### src/rtl/finalproject_pkg.sv
// Shared definitions for the DAC output path: default sample widths,
// the DAC midscale code and the output sequencer states.
package finalproject_pkg;

  localparam int IN_W_DEFAULT  = 13;
  localparam int OUT_W_DEFAULT = 12;

  localparam logic [11:0] DAC_MIDSCALE = 12'h800;

  typedef enum logic [1:0] {
    IDLE,
    PRIME,
    RUN
  } state_e;

endpackage

### src/rtl/dac_sample_conditioner_sample_fifo.sv
// Small synchronous FIFO for conditioned DAC codes. A push and a pop may
// happen in the same cycle, including when the FIFO is full or holds one entry.
module sample_fifo #(
  parameter int DEPTH = 4,
  parameter int WIDTH = 12
) (
  input  logic                     clk,
  input  logic                     rst_n,
  input  logic                     push_i,
  input  logic [WIDTH-1:0]         data_i,
  input  logic                     pop_i,
  output logic [WIDTH-1:0]         data_o,
  output logic                     full_o,
  output logic                     empty_o,
  output logic [$clog2(DEPTH):0]   count_o
);

  localparam int AW = $clog2(DEPTH);

  logic [WIDTH-1:0] mem_q [DEPTH];
  logic [AW-1:0]    wrPtr_q;
  logic [AW-1:0]    rdPtr_q;
  logic [AW:0]      count_q;
  logic             doPush;
  logic             doPop;

  assign full_o  = (count_q == (AW+1)'(DEPTH));
  assign empty_o = (count_q == '0);
  assign count_o = count_q;
  assign data_o  = mem_q[rdPtr_q];

  // A pop in the same cycle frees the slot, so a full FIFO may still accept.
  assign doPop  = pop_i && !empty_o;
  assign doPush = push_i && (!full_o || pop_i);

  always_ff @(posedge clk or negedge rst_n) begin
    if (!rst_n) begin
      wrPtr_q <= '0;
      rdPtr_q <= '0;
      count_q <= '0;
    end else begin
      if (doPush) wrPtr_q <= wrPtr_q + 1'b1;
      if (doPop)  rdPtr_q <= rdPtr_q + 1'b1;
      case ({doPush, doPop})
        2'b10:   count_q <= count_q + 1'b1;
        2'b01:   count_q <= count_q - 1'b1;
        default: count_q <= count_q;
      endcase
    end
  end

  always_ff @(posedge clk) begin
    if (doPush) mem_q[wrPtr_q] <= data_i;
  end

endmodule

### src/rtl/dac_sample_conditioner.sv
// Gain, saturation and offset-binary conversion of filtered samples, buffered
// in a FIFO and released one code per DAC sync strobe.
module dac_sample_conditioner
  import finalproject_pkg::*;
#(
  parameter int IN_W        = IN_W_DEFAULT,
  parameter int OUT_W       = OUT_W_DEFAULT,
  parameter int FIFO_DEPTH  = 4,
  parameter int PRIME_LEVEL = 2
) (
  input  logic             dacSerialClock,
  input  logic             resetN,
  input  logic [IN_W-1:0]  inSample,
  input  logic             inValid,
  output logic             inReady,
  input  logic [2:0]       gainShift,
  input  logic             mute,
  input  logic             syncDAC,
  output logic [OUT_W-1:0] outCode,
  output logic             outValid,
  output logic             underrun,
  output logic [15:0]      clipCount
);

  localparam int EXT_W = IN_W + 7;
  localparam int CW    = $clog2(FIFO_DEPTH) + 1;
  localparam logic [OUT_W-1:0] MIDSCALE = {1'b1, {(OUT_W-1){1'b0}}};
  localparam logic signed [EXT_W-1:0] SAT_MAX = EXT_W'(2**(OUT_W-1) - 1);
  localparam logic signed [EXT_W-1:0] SAT_MIN = EXT_W'(-(2**(OUT_W-1)));

  logic                    s1Valid_q;
  logic signed [EXT_W-1:0] s1Value_q;
  logic                    s2Valid_q;
  logic [OUT_W-1:0]        s2Code_q;
  logic [15:0]             clipCount_q;
  logic [OUT_W-1:0]        satVal_d;
  logic                    outOfRange_d;
  logic [OUT_W-1:0]        code_d;
  logic                    clip_d;

  state_e           state_q;
  logic [OUT_W-1:0] outCode_q;
  logic             outValid_q;
  logic             underrun_q;

  logic [OUT_W-1:0] fifoHead;
  logic             fifoFull;
  logic             fifoEmpty;
  logic [CW-1:0]    fifoCount;
  logic [CW:0]      occupancy;
  logic             accept;
  logic             pop;

  // Samples still in the pipeline already own a FIFO slot, so nothing is dropped.
  assign occupancy = (CW+1)'(fifoCount) + (CW+1)'(s1Valid_q) + (CW+1)'(s2Valid_q);
  assign inReady   = resetN && !fifoFull && (occupancy < (CW+1)'(FIFO_DEPTH));
  assign accept    = inValid && inReady;
  assign pop       = (state_q == RUN) && syncDAC && !fifoEmpty;

  always_ff @(posedge dacSerialClock or negedge resetN) begin
    if (!resetN) begin
      s1Valid_q <= 1'b0;
      s1Value_q <= '0;
    end else begin
      s1Valid_q <= accept;
      if (accept) s1Value_q <= {{7{inSample[IN_W-1]}}, inSample} << gainShift;
    end
  end

  always_comb begin
    satVal_d     = s1Value_q[OUT_W-1:0];
    outOfRange_d = 1'b0;
    if (s1Value_q > SAT_MAX) begin
      satVal_d     = SAT_MAX[OUT_W-1:0];
      outOfRange_d = 1'b1;
    end else if (s1Value_q < SAT_MIN) begin
      satVal_d     = SAT_MIN[OUT_W-1:0];
      outOfRange_d = 1'b1;
    end
    code_d = mute ? MIDSCALE : {~satVal_d[OUT_W-1], satVal_d[OUT_W-2:0]};
    clip_d = s1Valid_q && outOfRange_d && !mute;
  end

  always_ff @(posedge dacSerialClock or negedge resetN) begin
    if (!resetN) begin
      s2Valid_q   <= 1'b0;
      s2Code_q    <= '0;
      clipCount_q <= '0;
    end else begin
      s2Valid_q <= s1Valid_q;
      if (s1Valid_q) s2Code_q <= code_d;
      if (clip_d && (clipCount_q != 16'hFFFF)) clipCount_q <= clipCount_q + 1'b1;
    end
  end

  sample_fifo #(
    .DEPTH (FIFO_DEPTH),
    .WIDTH (OUT_W)
  ) u_fifo (
    .clk     (dacSerialClock),
    .rst_n   (resetN),
    .push_i  (s2Valid_q),
    .data_i  (s2Code_q),
    .pop_i   (pop),
    .data_o  (fifoHead),
    .full_o  (fifoFull),
    .empty_o (fifoEmpty),
    .count_o (fifoCount)
  );

  // An empty FIFO on a sync strobe drops back to priming to rebuild slack.
  always_ff @(posedge dacSerialClock or negedge resetN) begin
    if (!resetN) begin
      state_q    <= IDLE;
      outCode_q  <= MIDSCALE;
      outValid_q <= 1'b0;
      underrun_q <= 1'b0;
    end else begin
      case (state_q)
        IDLE: state_q <= PRIME;
        PRIME: begin
          if (fifoCount >= CW'(PRIME_LEVEL)) begin
            state_q    <= RUN;
            outValid_q <= 1'b1;
          end
        end
        RUN: begin
          if (syncDAC) begin
            if (!fifoEmpty) begin
              outCode_q <= fifoHead;
            end else begin
              underrun_q <= 1'b1;
              outValid_q <= 1'b0;
              state_q    <= PRIME;
            end
          end
        end
        default: state_q <= IDLE;
      endcase
    end
  end

  assign outCode   = outCode_q;
  assign outValid  = outValid_q;
  assign underrun  = underrun_q;
  assign clipCount = clipCount_q;

endmodule

### config.mk
export PLATFORM = sky130hd
export DESIGN_NAME = dac_sample_conditioner
export DESIGN_NICKNAME = d
export VERILOG_FILES = /design/src/rtl/finalproject_pkg.sv /design/src/rtl/dac_sample_conditioner_sample_fifo.sv /design/src/rtl/dac_sample_conditioner.sv
export SDC_FILE = /design/constraint.sdc
export NUM_CORES = 1
export LEC_CHECK = 0
export CORE_ASPECT_RATIO = 1.5
export CORE_MARGIN = 2
export CORE_UTILIZATION = 28
export DETAILED_ROUTE_END_ITERATION = 6
export PLACE_DENSITY = 0.57
export SYNTH_ARGS = -nofsm -noshare
export SYNTH_HDL_FRONTEND = slang
export SYNTH_SLANG_ARGS = --single-unit
### constraint.sdc
create_clock -name dacSerialClock -period 2.35 [get_ports dacSerialClock]
set_clock_uncertainty 0.05 [all_clocks]
set_input_delay 0.47 -clock dacSerialClock [delete_from_list [all_inputs] [get_ports dacSerialClock]]
set_output_delay 0.47 -clock dacSerialClock [all_outputs]
set_load 0.01 [all_outputs]
* Yosys cells after proc, flatten, opt, wreduce, memory -nomap -nowiden
Memory sizes are Yosys's and may differ from the RTL's. A register that Yosys moved wholly into a read port is not among the register bits. Index checks and enable logic that the tools add are counted.
Cells by class: $add $sub $neg 7, $lt $le $gt $ge 4, equality and inequality tests 9, shift-type cells 1, mux-type cells 16, bitwise logic cells 2, reduce and logical (&&, ||, !) cells 23
Operators with widths (number):
- $mux W12 | 3
- $gt A20 B12 Y1 const B | 1
- $lt A20 B12 Y1 const B | 1
- $shl A20 B3 Y20 | 1
- $add A16 B1 Y16 const B | 1
- $ne A16 B16 Y1 const B | 1
- $logic_and A1 B1 Y1 | 10
- $reduce_and A3 Y1 | 3
- $mux W1 | 7
- $mux W2 | 3
- $ne A2 B2 Y1 const B | 3
- $pmux W2 S3 | 1
- $pmux W3 S2 | 1
- $add A2 B1 Y2 const B | 2
- $add A3 B1 Y4 | 1
- $add A4 B1 Y4 | 1
- $eq A2 B1 Y1 const B | 2
- $eq A2 B2 Y1 const B | 2
- $logic_not A1 Y1 | 4
- $lt A4 B3 Y1 const B | 1
- $reduce_and A4 Y1 | 1
- $reduce_bool A2 Y1 | 2
- $add A3 B1 Y3 const B | 1
- $eq A3 B3 Y1 const B | 1
- 7 further kinds | 8
Storage, ports and cells: register bits 61, memory bits (writable) 48, input port bits 21, memories 1
Memory list:
- u_fifo.mem_q | depth 4, width 12, rd ports 1, clocked after Yosys merged registers in 1, write ports 1, line dac_sample_conditioner_sample_fifo.sv:20 | logic [WIDTH-1:0] mem_q [DEPTH];

* Logic depth before layout (Yosys ltp)
word-level depth 7, depth in mapped cells 9

* Hierarchy
From an unflattened synthesis, not the netlist that was laid out.
Second synthesis, totals: cell total of the unflattened synthesis 395, area total of the unflattened synthesis 5361.4 um^2
Modules (own cells, without submodules):
- dac_sample_conditioner | instances 1, cells an instance 294, area each 3194.3 um^2
- sample_fifo | instances 1, cells an instance 101, area each 2167.1 um^2

* Worst setup path before layout
Ideal clock, no wire load.
path kind register -> register, start register state_q[0], end register u_fifo.count_q[2], in the netlist u_fifo.count_o[2], library setup time 80 ps, data arrival time 2123 ps, required time 2220 ps, slack 97 ps, stages on the path, launching flop included 10, path buffers 1, period minus slack after synthesis 2253 ps, path through dfrtp_1 > nand3b_1 > nor2_1 > buf_2 > ha_1 > inv_1 > fa_1 > xor2_1 > nor2_1 > xnor2_1
Between the ends: elaborated cells on any way between the ends 10, classes of those cells eq/ne (3); mux (1); reduce/logical (6)
RTL lines:
- start, declared | line dac_sample_conditioner.sv:41 | state_e state_q;
- start signal, assigned | line dac_sample_conditioner.sv:114 | state_q <= IDLE;
- start signal, assigned | line dac_sample_conditioner.sv:120 | IDLE: state_q <= PRIME;
- start signal, assigned | line dac_sample_conditioner.sv:123 | state_q <= RUN;
- $eq A2 B2 Y1 * | line dac_sample_conditioner.sv:58 | assign pop = (state_q == RUN) && syncDAC && !fifoEmpty;
- $logic_and A1 B1 Y1 * (2 in series) | line dac_sample_conditioner.sv:58
- $logic_and A1 B1 Y1 * | line dac_sample_conditioner_sample_fifo.sv:33 | assign doPop = pop_i && !empty_o;
- net u_fifo.doPop | line dac_sample_conditioner_sample_fifo.sv:25 | logic doPop;
- $eq A2 B1 Y1 / $eq A2 B2 Y1 (equally long branches) | line dac_sample_conditioner_sample_fifo.sv:44 | case ({doPush, doPop})
- $pmux W3 S2 / $reduce_bool A2 Y1 (equally long branches)
- end signal, assigned | line dac_sample_conditioner_sample_fifo.sv:45 | 2'b10: count_q <= count_q + 1'b1;
- end signal, assigned | line dac_sample_conditioner_sample_fifo.sv:46 | 2'b01: count_q <= count_q - 1'b1;
- end signal, assigned | line dac_sample_conditioner_sample_fifo.sv:47 | default: count_q <= count_q;
- end, declared | line dac_sample_conditioner_sample_fifo.sv:23 | logic [AW:0] count_q;
The timed path passes the listed nets; every way through them passes the cells marked *. A chain may end at the register's enable or synchronous reset.

* Worst setup path after layout
start register u_fifo.count_q[0], in the netlist u_fifo.count_o[0], end output port inReady
Between the ends: cells in the longest elaborated chain, start to end 4, elaborated cells on any way between the ends 7, classes of those cells add/sub (2); order compare (1); eq/ne (1); reduce/logical (3)
RTL lines:
- $add A3 B1 Y4 / $eq A3 B3 Y1 (equally long branches) | line dac_sample_conditioner.sv:55, dac_sample_conditioner_sample_fifo.sv:27
- $add A4 B1 Y4 / $logic_not A1 Y1 (equally long branches) | line dac_sample_conditioner.sv:55, dac_sample_conditioner.sv:56
- $lt A4 B3 Y1 / $logic_and A1 B1 Y1 (equally long branches) | line dac_sample_conditioner.sv:56 | assign inReady = resetN && !fifoFull && (occupancy < (CW+1)'(FIFO_DEPTH));
- $logic_and A1 B1 Y1 * | line dac_sample_conditioner.sv:56
- end, declared | line dac_sample_conditioner.sv:15 | output logic inReady,
Every way passes the cells marked *; elsewhere a longest branch is shown, timed or not.

==> impl_metrics.py <==
metrics = {
    "outcome": {
        "status": "complete, no violations",
    },
    "critical_path": {
        "ff2ff_setup_slack_ps": 210,
        "cp_max_fo": 5,
        "cp.required_ps": 1830,
        "r2r-end": "clipCount[1]",
        "crit_type": "reg -> out",
        "cp_slowest_cell": "dfrtp_2",
        "rr_worst_depth": 5,
        "path_buf_inv": 1,
        "path_delay_family": "flip-flops",
        "crit_path_end_kind": "output port",
        "worstReg2RegStart": "s1Value_q[14]",
        "worstPathCellList": "ha_1 > a21oi_1 > o211a_1 > dlygate4sd2_1",
        "path_depth": 4,
        "critPathMaxStageDelay_ps": 440,
        "crit_start": "u_fifo.count_o[0]",
        "worstPathArrival_ps": 1710,
        "critPathLaunchType": "flip-flop",
    },
    "placement": {
        "gp_congestion": 0.787,
        "pre_cts_slack_ps": -146,
        "placed_area_mm2": 0.00639,
        "dpl.hpwl_um": 7370,
        "io_buffers": 51,
    },
    "drt": {
        "viasPerCell": 4.55,
        "via_count": 3446,
        "totalWireLength_um": 10400,
        "ant_nets": 0,
        "first_pass_iters": 4,
        "wl_per_cell_um": 13.7,
        "drt-initial-drc-count": 131,
        "post-route-drc-count": 0,
    },
    "timing": {
        "final-hold-violation-count": 0,
        "relSlewSlack": 0.362,
        "drv_slew": 0,
        "grt_setup_unrepaired": "no",
        "finalCriticalPeriod_ps": 2230,
        "worst_slew_pin_slew_ps": 957,
        "finalSetupViolCount": 0,
        "fmax_ghz": 0.448,
        "fin_ws_ps": 117,
        "setup-tns-final_ps": 0,
        "fin_crit_sh": 0.950,
        "whs_ps": 252,
    },
    "die": {
        "dieHeight_um": 174,
        "row_count": 62,
        "start_util": 0.284,
        "die_w_um": 118,
        "dieArea_mm2": 0.0205,
        "core_mm2": 0.0191,
        "io_pins": 52,
    },
    "finish": {
        "syn_to_final_growth_pct": 28.5,
        "final_cell_mix": "dfrtp_1 (71), clkdlybuf4s50_1 (49), edfxtp_1 (48)",
        "num-fill-cells": 1894,
        "drive_above_1_share": 0.195,
        "n_antenna_cell": 0,
        "final_nets": 518,
        "design_area_mm2": 0.00697,
        "layout_commonest_cell": "dfrtp_1",
    },
    "clock_tree": {
        "cts_htree_levels": 4,
        "clockRootBuffer": "clkbuf_16",
        "clk_path_buf_depth": 2,
        "clk_pin_slew_worst_paths_ps": 60,
        "clock_sinks": 121,
        "worstSkewPairLatency_ps": 410,
        "cts_made_buffers": 17,
        "cts_tree": "yes",
        "ctsHoldBuffers": 0,
    },
    "yosys": {
        "synth_edf_count": 48,
        "synthFlopType": "dfrtp_1",
        "yosys.area_share.adder": 0.0198,
        "synth_fp_nets": 446,
        "synth_top_family_by_area": "multiplexers",
        "synth_area_mm2": 0.00543,
        "async_flop_share": 0.603,
        "synth_compound_area_frac": 0.0611,
        "ys_seq_elements": 121,
        "synthSimpleGateAreaFrac": 0.103,
        "ys_types": 47,
        "muxShareOfSynthArea": 0.152,
        "yosysWarnings": 0,
        "syn_inst": 417,
        "syn_avg_cell_area_um2": 13.0,
        "synth_xor_area_frac": 0.0258,
        "ys_seq_area_frac": 0.603,
    },
    "grt": {
        "grt_max_degree": 74,
        "grt_pass1_wl_um": 17300,
        "grt-ovfl-total": 0,
        "grt_use_met1": 0.114,
        "grt_antenna_before_repair": 0,
        "grt_busiest_layer": "met2",
        "met2_usage": 0.192,
        "grt_use_met3": 0.0282,
        "grtUsageTotal": 0.106,
        "grt_pass1_vias": 3591,
    },
    "power_and_ir_drop": {
        "power_uw": 7820,
        "ir_worst_vdd_mv": 0.491,
        "power.density_mw_per_mm2": 1120,
        "p_leak_uw": 0.00277,
    },
    "hold_path": {
        "hp-class": "in -> async",
    },
    "flow_run": {
        "cap_viol_max_count": 0,
    },
}
==> final cells by class <==
| class | count | area, µm² | share of cell area |
|---|---|---|---|
| repair buffers | 73 | 734 | 0.105 |
| multi-input cells | 250 | 1960 | 0.282 |
| flip-flops and latches | 121 | 3270 | 0.469 |
| clock buffers | 19 | 464 | 0.0666 |
| clock inverters | 13 | 120 | 0.0172 |
| well taps | 256 | 320 | 0.0460 |
| inverters | 26 | 97.6 | 0.0140 |
==> power breakdown <==
part | total, µW | switching, µW | internal (µW)
Sequential | 3350 | 462 | 2890
Combinational | 1990 | 917 | 1070
Clock | 2480 | 931 | 1550
==> metal layers <==
layer,vias to the layer above,wire [µm]
met4,0,225
li1,1661,-
met5,-,0
met2,64,5590
met3,19,364
met1,1702,4170
==> worst max-delay path by stage <==
stage,endpoint,slack [ps]
6_report,inReady,120
5_1_grt,inReady,20
4_1_cts,inReady,80
3_5_place_dp,clipCount[14],-150
3_3_place_gp,clipCount[14],-60
2_1_floorplan,u_fifo.count_o[2],100
==> worst register-to-register path, cell delays in order, from the launching register on <==
cell and delay [ps]:
dfrtp_1 390, or4_4 550, nor3_2 150, or3b_1 340, nand2b_2 210, mux2_1 330
==> repair_timing <==
action | CTS | global route
setup endpoints to repair | 1 | 0
resized for setup | 2 | 0
hold endpoints to repair | 0 | 0
setup buffers | 0 | 0
==> kinds of logic after synthesis <==
group,after synthesis
xor gates and xnor gates,16
and+or+nand+nor,115
DFF,121
muxes,56
adders and majority gates,8
AOI/OAI and AO/OA,55
buffers and inverters,46
==> sequential cells by signal, indices dropped and copies added, names as in the netlist <==
| register | cells |
|---|---|
| underrun | 1 |
| outValid | 1 |
| u_fifo.wrPtr_q | 2 |
| outCode | 12 |
| state_q | 2 |
| u_fifo.rdPtr_q | 2 |
| clipCount | 16 |
| u_fifo.count_o | 3 |
| s1Value_q | 20 |
| s1Valid_q | 1 |
| s2Valid_q | 1 |
| s2Code_q | 12 |
| u_fifo.mem_q | 48 |
==> stage by stage <==
| stage | utilization | cells |
|---|---|---|
| 2_1_floorplan | - | 417 |
| 3_3_place_gp | 0.335 | 726 |
| 3_5_place_dp | 0.335 | 726 |
| 4_1_cts | 0.365 | 758 |
| 5_1_grt | 0.365 | 758 |
| 6_report | 0.365 | 758 |
==> cells in the mapped netlist, drive strengths merged, types with 2 or more instances <==
cell type / count / area share
mux2: 21 / 0.044
clkbuf: 10 / 0.0069
nor2b: 2 / 0.0023
a211oi: 2 / 0.0028
xnor2: 6 / 0.0097
or4: 3 / 0.0048
inv: 26 / 0.018
buf: 10 / 0.011
nand2b: 3 / 0.0039
o41ai: 3 / 0.0048
and2: 5 / 0.0058
o22ai: 11 / 0.013
nor3: 9 / 0.0092
mux2i: 16 / 0.030
mux4: 19 / 0.079
o21ai: 17 / 0.016
o31ai: 2 / 0.0028
nand4: 8 / 0.0092
nor2: 34 / 0.024
nand2: 36 / 0.025
ha: 7 / 0.016
dfrtp: 72 / 0.33
nor4: 2 / 0.0023
xor2: 10 / 0.016
edfxtp: 48 / 0.27
a21oi: 13 / 0.012
nand3: 9 / 0.0083
No activity file was read; power rests on OpenSTA's default activity.
